### src/rtl/prog_seq_pkg.sv
// -----------------------------------------------------------------------------
// prog_seq_pkg
//   Shared types and default constants for the program sequencer.
//   state_t        : sequencer FSM states.
//   DEF_*          : default parameter values used by prog_sequencer.
//   seq_is_busy()  : true in every state that belongs to an active launch.
// -----------------------------------------------------------------------------
package prog_seq_pkg;

  typedef enum logic [2:0] {
    IDLE   = 3'd0,
    LAUNCH = 3'd1,
    ARM    = 3'd2,
    RUN    = 3'd3,
    RECORD = 3'd4,
    DONE   = 3'd5
  } state_t;

  localparam int unsigned DEF_NUM_PROGS  = 3;
  localparam int unsigned DEF_START_HOLD = 2;
  localparam int unsigned DEF_CYC_W      = 16;
  localparam int unsigned DEF_WDOG_LIMIT = 4096;

  function automatic logic seq_is_busy(input state_t s);
    return (s == LAUNCH) || (s == ARM) || (s == RUN) || (s == RECORD);
  endfunction

endpackage

### src/rtl/sat_counter.sv
// -----------------------------------------------------------------------------
// sat_counter
//   Up-counter with synchronous clear that sticks at all-ones instead of
//   wrapping.
//   Ports:
//     clk   in  1  clock, posedge
//     rst_n in  1  asynchronous active-low reset (count -> 0)
//     clr   in  1  synchronous clear, wins over en
//     en    in  1  increment enable
//     cnt   out W  current count (registered)
// -----------------------------------------------------------------------------
module sat_counter #(
  parameter int unsigned W = 16
) (
  input  logic         clk,
  input  logic         rst_n,
  input  logic         clr,
  input  logic         en,
  output logic [W-1:0] cnt
);

  logic [W-1:0] cnt_q;
  logic [W-1:0] cnt_d;

  function automatic logic [W-1:0] sat_inc(input logic [W-1:0] v);
    if (v == {W{1'b1}}) begin
      return v;
    end
    return v + W'(1);
  endfunction

  always_comb begin
    cnt_d = cnt_q;
    if (clr) begin
      cnt_d = '0;
    end else if (en) begin
      cnt_d = sat_inc(cnt_q);
    end
  end

  always_ff @(posedge clk or negedge rst_n) begin
    if (!rst_n) begin
      cnt_q <= '0;
    end else begin
      cnt_q <= cnt_d;
    end
  end

  assign cnt = cnt_q;

endmodule

### src/rtl/prog_sequencer.sv
// -----------------------------------------------------------------------------
// prog_sequencer
//   Run controller in front of the processor. On go it launches programs
//   0..NUM_PROGS-1 back to back: pulses cpu_start for START_HOLD cycles with
//   prog_sel set, waits for the processor to leave halt, then waits for halt
//   again, recording the cycle count and a done flag for each program.
//
//   Optional watchdog: define PROG_SEQ_WDOG_EN. A program still running after
//   WDOG_LIMIT cycles in ARM+RUN is recorded with count WDOG_LIMIT, its done
//   flag left clear, and the sticky timeout output set. Without the macro the
//   watchdog is absent and timeout is tied low.
//
//   Ports:
//     CLK        in  1                  clock, posedge
//     reset_n    in  1                  asynchronous active-low reset
//     go         in  1                  start the sequence (IDLE/DONE only)
//     cpu_halt   in  1                  processor halted
//     cpu_start  out 1                  processor init, high during LAUNCH
//     prog_sel   out $clog2(NUM_PROGS)  program being launched/run
//     busy       out 1                  LAUNCH/ARM/RUN/RECORD
//     done_flags out NUM_PROGS          bit i: program i halted
//     all_done   out 1                  high in DONE
//     cycle_cts  out NUM_PROGS*CYC_W    program i at [i*CYC_W +: CYC_W]
//     timeout    out 1                  watchdog fired (sticky)
// -----------------------------------------------------------------------------
module prog_sequencer
  import prog_seq_pkg::*;
#(
  parameter int unsigned NUM_PROGS  = DEF_NUM_PROGS,
  parameter int unsigned START_HOLD = DEF_START_HOLD,
  parameter int unsigned CYC_W      = DEF_CYC_W,
  parameter int unsigned WDOG_LIMIT = DEF_WDOG_LIMIT
) (
  input  logic                         CLK,
  input  logic                         reset_n,
  input  logic                         go,
  input  logic                         cpu_halt,
  output logic                         cpu_start,
  output logic [$clog2(NUM_PROGS)-1:0] prog_sel,
  output logic                         busy,
  output logic [NUM_PROGS-1:0]         done_flags,
  output logic                         all_done,
  output logic [NUM_PROGS*CYC_W-1:0]   cycle_cts,
  output logic                         timeout
);

  localparam int unsigned PS_W   = $clog2(NUM_PROGS);
  localparam int unsigned HOLD_W = (START_HOLD > 1) ? $clog2(START_HOLD) : 1;

  if ((NUM_PROGS < 2) || (NUM_PROGS > 4) || (START_HOLD < 1) ||
      (CYC_W < 1) || (WDOG_LIMIT < 1)) begin : g_param_chk
    $error("prog_sequencer: parameter out of range");
  end

  state_t                     state_q,      state_d;
  logic [HOLD_W-1:0]          hold_ct_q,    hold_ct_d;
  logic [PS_W-1:0]            prog_sel_q,   prog_sel_d;
  logic [NUM_PROGS-1:0]       done_flags_q, done_flags_d;
  logic [NUM_PROGS*CYC_W-1:0] cycle_cts_q,  cycle_cts_d;
  logic                       cpu_start_q,  cpu_start_d;
  logic                       busy_q,       busy_d;
  logic                       all_done_q,   all_done_d;

  logic                       run_en;
  logic                       run_clr;
  logic [CYC_W-1:0]           run_cnt;

  // ARM cycles count toward the program, so both ARM and RUN enable.
  assign run_en = (state_q == ARM) || (state_q == RUN);

  sat_counter #(.W(CYC_W)) u_run_ctr (
    .clk   (CLK),
    .rst_n (reset_n),
    .clr   (run_clr),
    .en    (run_en),
    .cnt   (run_cnt)
  );

`ifdef PROG_SEQ_WDOG_EN
  localparam int unsigned WD_W = $clog2(WDOG_LIMIT + 1);

  logic [WD_W-1:0] wd_cnt;
  logic            wd_expire;
  logic            wd_fire_q,  wd_fire_d;
  logic            timeout_q,  timeout_d;

  sat_counter #(.W(WD_W)) u_wdog_ctr (
    .clk   (CLK),
    .rst_n (reset_n),
    .clr   (run_clr),
    .en    (run_en),
    .cnt   (wd_cnt)
  );

  // This ARM/RUN cycle is the WDOG_LIMIT-th one for the current program.
  assign wd_expire = run_en && (wd_cnt == WD_W'(WDOG_LIMIT - 1));
`endif

  always_comb begin
    state_d      = state_q;
    hold_ct_d    = hold_ct_q;
    prog_sel_d   = prog_sel_q;
    done_flags_d = done_flags_q;
    cycle_cts_d  = cycle_cts_q;
    run_clr      = 1'b0;
`ifdef PROG_SEQ_WDOG_EN
    wd_fire_d    = wd_fire_q;
    timeout_d    = timeout_q;
`endif

    unique case (state_q)
      IDLE, DONE: begin
        if (go) begin
          state_d      = LAUNCH;
          prog_sel_d   = '0;
          hold_ct_d    = '0;
          done_flags_d = '0;
          cycle_cts_d  = '0;
`ifdef PROG_SEQ_WDOG_EN
          timeout_d    = 1'b0;
`endif
        end
      end

      LAUNCH: begin
        // Any cpu_halt here is left over from the previous program.
        if (hold_ct_q == HOLD_W'(START_HOLD - 1)) begin
          state_d   = ARM;
          hold_ct_d = '0;
        end else begin
          hold_ct_d = hold_ct_q + 1'b1;
        end
      end

      ARM: begin
        if (!cpu_halt) begin
          state_d = RUN;
        end
`ifdef PROG_SEQ_WDOG_EN
        if (wd_expire) begin
          state_d   = RECORD;
          wd_fire_d = 1'b1;
          timeout_d = 1'b1;
        end
`endif
      end

      RUN: begin
        if (cpu_halt) begin
          state_d = RECORD;
        end
`ifdef PROG_SEQ_WDOG_EN
        // A genuine halt on the limit cycle still counts as a completion.
        else if (wd_expire) begin
          state_d   = RECORD;
          wd_fire_d = 1'b1;
          timeout_d = 1'b1;
        end
`endif
      end

      RECORD: begin
        cycle_cts_d[int'(prog_sel_q) * int'(CYC_W) +: CYC_W] = run_cnt;
        run_clr = 1'b1;
`ifdef PROG_SEQ_WDOG_EN
        if (!wd_fire_q) begin
          done_flags_d[prog_sel_q] = 1'b1;
        end
        wd_fire_d = 1'b0;
`else
        done_flags_d[prog_sel_q] = 1'b1;
`endif
        if (prog_sel_q == PS_W'(NUM_PROGS - 1)) begin
          state_d = DONE;
        end else begin
          prog_sel_d = prog_sel_q + 1'b1;
          state_d    = LAUNCH;
        end
      end

      default: begin
        state_d = IDLE;
      end
    endcase

    // Status outputs are registered copies of the next state so they line
    // up with the state they describe.
    cpu_start_d = (state_d == LAUNCH);
    busy_d      = seq_is_busy(state_d);
    all_done_d  = (state_d == DONE);
  end

  always_ff @(posedge CLK or negedge reset_n) begin
    if (!reset_n) begin
      state_q      <= IDLE;
      hold_ct_q    <= '0;
      prog_sel_q   <= '0;
      done_flags_q <= '0;
      cycle_cts_q  <= '0;
      cpu_start_q  <= 1'b0;
      busy_q       <= 1'b0;
      all_done_q   <= 1'b0;
    end else begin
      state_q      <= state_d;
      hold_ct_q    <= hold_ct_d;
      prog_sel_q   <= prog_sel_d;
      done_flags_q <= done_flags_d;
      cycle_cts_q  <= cycle_cts_d;
      cpu_start_q  <= cpu_start_d;
      busy_q       <= busy_d;
      all_done_q   <= all_done_d;
    end
  end

`ifdef PROG_SEQ_WDOG_EN
  always_ff @(posedge CLK or negedge reset_n) begin
    if (!reset_n) begin
      wd_fire_q <= 1'b0;
      timeout_q <= 1'b0;
    end else begin
      wd_fire_q <= wd_fire_d;
      timeout_q <= timeout_d;
    end
  end

  assign timeout = timeout_q;
`else
  assign timeout = 1'b0;
`endif

  assign cpu_start  = cpu_start_q;
  assign prog_sel   = prog_sel_q;
  assign busy       = busy_q;
  assign done_flags = done_flags_q;
  assign all_done   = all_done_q;
  assign cycle_cts  = cycle_cts_q;

endmodule
### config.mk
export PLATFORM = sky130hd
export DESIGN_NAME = prog_sequencer
export DESIGN_NICKNAME = d
export VERILOG_FILES = /design/src/rtl/prog_seq_pkg.sv /design/src/rtl/sat_counter.sv /design/src/rtl/prog_sequencer.sv
export SDC_FILE = /design/constraint.sdc
export NUM_CORES = 1
export LEC_CHECK = 0
export CORE_ASPECT_RATIO = 1.75
export CORE_MARGIN = 3
export CORE_UTILIZATION = 45
export DETAILED_ROUTE_END_ITERATION = 12
export GPL_TIMING_DRIVEN = 0
export PLACE_DENSITY = 0.74
export SLEW_MARGIN = 10
export SYNTH_ARGS = -nofsm -noshare
export SYNTH_HDL_FRONTEND = slang
export SYNTH_SLANG_ARGS = --single-unit
### constraint.sdc
create_clock -name CLK -period 6.1 [get_ports CLK]
set_input_delay 0.915 -clock CLK [delete_from_list [all_inputs] [get_ports CLK]]
set_output_delay 0.915 -clock CLK [all_outputs]
set_load 0.005 [all_outputs]
==> impl_metrics.ini <==
[outcome]
status = completed

[floorplanning]
dieArea_um2 = 8410
ios = 61
rows = 40
initial_core_util_pct = 46.9
core_um2 = 7010
dieHeight_um = 119
die_w_um = 70.6

[grt]
grt_antenna_before_repair = 0
grt_max_degree = 50
track_usage_pct = 20.0
grt_pass1_vias = 2501
grt-ovfl-total = 0
grt_pass1_wl_um = 12900

[setup_path]
start_kind = input port
critPathTopFamily = buffers and inverters
r2r-start = prog_sel[0]
r2r_slack_ps = 3790
crit_fanout = 10
slowest_delay_ps = 510
worstRegToRegCells = 7
cp-end-kind = flip-flop
reg2reg_to = cycle_cts[30]
critical_path.endpoint = cycle_cts[7]
cp_slowest_cell = clkdlybuf4s50_1
cp-startpoint = go
cp.required_ps = 6320
path_buf_inv = 3
arrival_ps = 2800
cp_cell_sequence = clkdlybuf4s50_1, inv_1, nor3b_1, a21oi_1, clkbuf_1, a22o_1
cp.depth = 6
crit_type = input port to flip-flop

[clocking]
cts_tree = done
h-tree-depth = 3
cts.repair.resized = 0
cts-buffers-inserted = 9
clkLatencyLatePin_ps = 330
cts_hold_buf = 0
cts_setup_buffers = 0
clockBufferDepth = 2
cts.clk_slew.worst_paths_ps = 60
cts-root-buf = clkbuf_16
cts.sinks = 76

[synthesis]
ys_types = 46
synth_area_per_cell_um2 = 12.2
synthCells = 269
synth_edf_count = 0
async_reset_ff_share_pct = 100
synth_flop_cell = dfrtp_1
yosysWarnings = 0
syn_nets = 278
yosysSeqAreaShare_pct = 57.8
syn-cell-area_um2 = 3290
synth-seq-cells = 76

[routing]
drc = 0
wl_per_cell_um = 17.9
routed_wl_um = 7690
postRouteAntennaNets = 0
first_pass_iters = 4
drtIter0Drc = 191
vias = 2418
via_per_inst = 5.64

[timing]
final_hold_viol_count = 0
worst_slew_pin_slew_ps = 648
grt_setup_unrepaired = no
setup_slack_ps = 3510
fin_setup_tns_ps = 0
min_period_ps = 2590
slew_headroom_pct = 56.8
setup_viol = 0
clock_skew_ps = 5.05
finalCritPeriodShare_pct = 42.4
drv_slew = 0
fmax_mhz = 387

[layout]
mostFrequentLayoutCell = dfrtp_1
fillerInstances = 586
syn2layout_area_growth_pct = 31.1
layout_common_cells = 76 x dfrtp_1, 58 x clkdlybuf4s50_1, 52 x a22o_1
drive_gt1_share_pct = 12.2
diodes = 0
final_core_utilization_pct = 61.5
nets = 349

[power_and_ir_drop]
p_per_area_nw_per_um2 = 352
leakage_nw = 1.97
irDropWorstVdd_mv = 0.239

[flow_run]
drv_cap = 0

[placed_design]
gp_congestion = 0.796
port_buffers = 59
hpwl_um = 5580
pre_cts_ws_ps = 3180

[hold_path]
holdCritPathClass = flip-flop to flip-flop
## metrics by stage
step	cell area, um^2	total power [mW]	std cells	hold WS, ps
2_1_floorplan	3290	0.851	269	479
3_3_place_gp	3990	0.985	412	484
3_5_place_dp	4010	0.997	413	487
4_1_cts	4310	1.53	429	499
5_1_grt	4310	1.61	429	519
6_report	4310	1.52	429	497
## cell families after synthesis
kind of cell / Yosys count / share of synthesized area, %
flip-flops: 76 / 57.8
adder cells (fa/ha/maj): 5 / 1.90
multiplexers: 3 / 0.951
other: 1 / 0.114
AO/OA/AOI/OAI: 82 / 20.2
XOR/XNOR: 9 / 2.40
AND/OR/NAND/NOR: 65 / 12.2
buffers and inverters: 28 / 4.41
## area by class of cell
class,count,area (um^2),share of cell area (%)
Sequential cell,76,1900,44.1
Multi-Input combinational cell,165,1240,28.8
Timing Repair Buffer,60,616,14.3
Clock buffer,10,239,5.54
Buffer,22,123,2.84
Tap cell,84,105,2.44
Clock inverter,6,62.6,1.45
Inverter,6,22.5,0.522
## Yosys cell counts, types with 2 or more instances
| master | number | area [um^2] |
|---|---|---|
| nor2_1 | 18 | 67.6 |
| and4_1 | 2 | 17.5 |
| nor3_1 | 3 | 15.0 |
| o2111ai_1 | 3 | 26.3 |
| buf_4 | 4 | 30.0 |
| buf_2 | 7 | 35.0 |
| o31ai_1 | 2 | 15.0 |
| or2_2 | 2 | 12.5 |
| nand3b_1 | 2 | 15.0 |
| xor2_1 | 8 | 70.1 |
| buf_6 | 2 | 22.5 |
| ha_1 | 5 | 62.6 |
| mux2i_1 | 2 | 20.0 |
| inv_1 | 6 | 22.5 |
| nor3b_1 | 3 | 22.5 |
| nand2_1 | 11 | 41.3 |
| nor2b_1 | 2 | 12.5 |
| clkbuf_1 | 7 | 26.3 |
| dfrtp_1 | 76 | 1900 |
| nand4_1 | 4 | 25.0 |
| o211ai_1 | 4 | 30.0 |
| a21oi_1 | 9 | 45.0 |
| and3_1 | 3 | 18.8 |
| o21ai_0 | 6 | 30.0 |
| nand3_1 | 4 | 20.0 |
| or4_1 | 2 | 15.0 |
| nand2b_1 | 2 | 12.5 |
| a22o_1 | 52 | 455 |
## report_power, final
group | internal (mW) | switching, mW
logic | 0.155 | 0.218
clock network | 0.327 | 0.203
registers | 0.559 | 0.0555
## per-layer routing
metal | vias up | routed length (um) | GRT usage, % | part of all wire [%]
li1 | 1138 | - | - | -
met1 | 1225 | 2960 | 22.4 | 39
met2 | 45 | 4310 | 35.4 | 56
met3 | 10 | 255 | 4.73 | 3.3
met4 | 0 | 159 | 8.71 | 2.1
met5 | - | 0 | 0 | 0
## worst reg2reg max path, stage by stage (launching register included)
cell and delay (ps):
dfrtp_1 520, inv_1 130, ha_1 380, nor2b_1 190
and4_1 200, buf_1 260, clkbuf_1 370, a22o_1 200
## state kept, by name, summed over array words and instances, names as in the netlist
name / cells
cpu_start: 1
busy: 1
cycle_cts: 48
prog_sel: 2
u_run_ctr.cnt: 16
hold_ct_q: 1
all_done: 1
done_flags: 3
state_q: 3
## worst min path at each step
| stage | startpoint | endpoint | depth (start not counted) |
|---|---|---|---|
| 2_1_floorplan | hold_ct_q | hold_ct_q | 1 |
| 3_5_place_dp | cycle_cts[12] | cycle_cts[12] | 1 |
| 6_report | cycle_cts[9] | cycle_cts[9] | 1 |
| 4_1_cts | cycle_cts[12] | cycle_cts[12] | 1 |
| 5_1_grt | reset_n | cycle_cts[5] | 1 |
| 3_3_place_gp | cycle_cts[10] | cycle_cts[10] | 1 |
No activity file was read; power rests on OpenSTA's default activity.
==> edit, RTL diff (same settings) <==
The output `cpu_start` loses its register stage (`cpu_start_q` becomes a continuous assignment).
--- a/src/rtl/prog_sequencer.sv
+++ b/src/rtl/prog_sequencer.sv
@@ -197,7 +197,6 @@
       prog_sel_q   <= '0;
       done_flags_q <= '0;
       cycle_cts_q  <= '0;
-      cpu_start_q  <= 1'b0;
       busy_q       <= 1'b0;
       all_done_q   <= 1'b0;
     end else begin
@@ -206,11 +205,12 @@
       prog_sel_q   <= prog_sel_d;
       done_flags_q <= done_flags_d;
       cycle_cts_q  <= cycle_cts_d;
-      cpu_start_q  <= cpu_start_d;
       busy_q       <= busy_d;
       all_done_q   <= all_done_d;
     end
   end
+
+  assign cpu_start_q = cpu_start_d;
 
 `ifdef PROG_SEQ_WDOG_EN
   always_ff @(posedge CLK or negedge reset_n) begin
Check against the original RTL: not equivalent (a bounded check fails within 4 cycles, from zero or initial values and one cycle with reset_n low).
==> edit against the unedited design <==
  * Power down 2.4%
  * Area after synthesis down 0.76%
  * Critical path depth up 1
  * Sequential power down 2%
  * Worst setup slack worse by 1.0 ns
  * Routed wire length down 2.2%
  * Final area down 1.0%
  * First-iteration DRC count down 9.4%
  * Core utilization down 0.19 points
  * Clock power down 5.6%
  * Global-route usage down 0.17 points
  * Sequential cell count down 1
  * Largest power group unchanged
==> edit: results <==
export IMPL_synth_area_leaders="dfrtp_1 57%, a22o_1 14%, xor2_1 2.1%"
export IMPL_clock_latency_ns=0.33
export IMPL_first_pass_iters=4
export IMPL_synthXorXnorAreaFrac=0.0241
export IMPL_ctsRootBufferMaster="clkbuf_16"
export IMPL_grt_pass1_wl_um=12700
export IMPL_slew_violations=0
export IMPL_routed_wl_um=7520
export IMPL_crit_fanout=4
export IMPL_nets=348
export IMPL_swShare=0.312
export IMPL_drcViolationCount=0
export IMPL_place_inst=412
export IMPL_avgSynthCellArea_um2=12.2
export IMPL_syn_nets=277
export IMPL_preCtsSetupSlack_ns=2.47
export IMPL_gp_congestion=0.805
export IMPL_largest_reg_flops=48
export IMPL_postCtsSetupBuffers=0
export IMPL_hp_class="primary input to asynchronous set/reset pin"
export IMPL_cpMaxStageDelayCell="clkdlybuf4s50_1"
export IMPL_clockBufferDepth=2
export IMPL_diodes=0
export IMPL_synth_compound_area_frac=0.203
export IMPL_grt_usage=0.198
export IMPL_synthMuxAreaShare=0.00958
export IMPL_antenna_found_initial=0
export IMPL_yosysSeqAreaShare=0.575
export IMPL_reg2regPathDepth=7
export IMPL_yosys_warnings=0
export IMPL_clock_skew_ns=0.00397
export IMPL_status="complete, no violations"
export IMPL_grt_max_degree=57
export IMPL_worst_pin_slew_ns=0.731
export IMPL_synthTopCellsByCount="75 x dfrtp_1, 52 x a22o_1, 18 x nor2_1, 11 x nand2_1, 9 x a21oi_1"
export IMPL_cts_resized=0
export IMPL_max_vdd_ir_drop_mv=0.224
export IMPL_worstPathArrival_ns=2.71
export IMPL_avgViaCountPerCell=5.68
export IMPL_htree_levels=3
export IMPL_p_leak_nw=1.95
export IMPL_numCtsBuffers=9
export IMPL_synthAdderAreaFrac=0.0192
export IMPL_cts_clk_slew_worst_paths_ns=0.06
export IMPL_drt_iter0_markers=173
export IMPL_slowest_delay_ns=0.52
export IMPL_grt_pass1_vias=2462
export IMPL_hpwl_um=5440
export IMPL_io_buffers=59
export IMPL_drive_gt1_frac=0.120
export IMPL_final_cell_count_no_fill=427
[edit: area by class of cell]
cell class	instances	area, um^2
plain buffers	22	123
well taps	84	105
inverters	6	22.5
clock buffers	9	225
flip-flops and latches	75	1880
multi-input cells	165	1240
repair buffers	60	616
clock inverters	6	57.6
fillers	583	2690
[edit: cell families after synthesis]
| kind of cell | after synthesis |
|---|---|
| AO/OA/AOI/OAI | 82 |
| flip-flops | 75 |
| AND/OR/NAND/NOR | 65 |
| buffers and inverters | 28 |
| XOR/XNOR | 9 |
| adder cells (fa/ha/maj) | 5 |
| multiplexers | 3 |
| other | 1 |
[edit: final timing paths]
check	startpoint	end	slack (ns)
worst max-delay path	go	cpu_start	2.47
worst min-delay path	reset_n	cycle_cts[27]	0.46
worst max register to register	prog_sel[0]	cycle_cts[27]	3.77
worst min register to register	cycle_cts[11]	cycle_cts[11]	0.50
max in group asynchronous	reset_n	u_run_ctr.cnt[5]	5.10
min in group CLK	cycle_cts[11]	cycle_cts[11]	0.50
[edit: metrics by stage]
| stage | utilization | instance area (um^2) | hold WS, ns | total power, mW |
|---|---|---|---|---|
| after floorplan | - | 3260 | 0.479 | 0.841 |
| after global placement | 0.569 | 3960 | 0.484 | 0.981 |
| after detailed placement | 0.573 | 3990 | 0.485 | 0.993 |
| after CTS | 0.613 | 4270 | 0.461 | 1.50 |
| after global routing | 0.613 | 4270 | 0.472 | 1.57 |
| final | 0.613 | 4270 | 0.458 | 1.48 |
[edit: per-layer routing]
metal  GRT usage  up-vias  wire (um)
li1            -     1125          -
met1       0.228     1222       2900
met2       0.334       58       4000
met3      0.0315       21        284
met4       0.128        0        338
met5           0        -          0
[edit: power by group through the flow]
stage	clock [mW]	combinational [mW]	sequential, mW
6_report	0.501	0.378	0.602
3_5_place_dp	0	0.380	0.612
3_3_place_gp	0	0.370	0.611
4_1_cts	0.512	0.383	0.603
5_1_grt	0.538	0.426	0.609
2_1_floorplan	0	0.245	0.596
[edit: critical path: cells and delay by family]
| family | cells | cell delay [ns] |
|---|---|---|
| buffers and inverters | 3 | 1.10 |
| muxes | 1 | 0.13 |
| and+or+nand+nor | 3 | 0.56 |
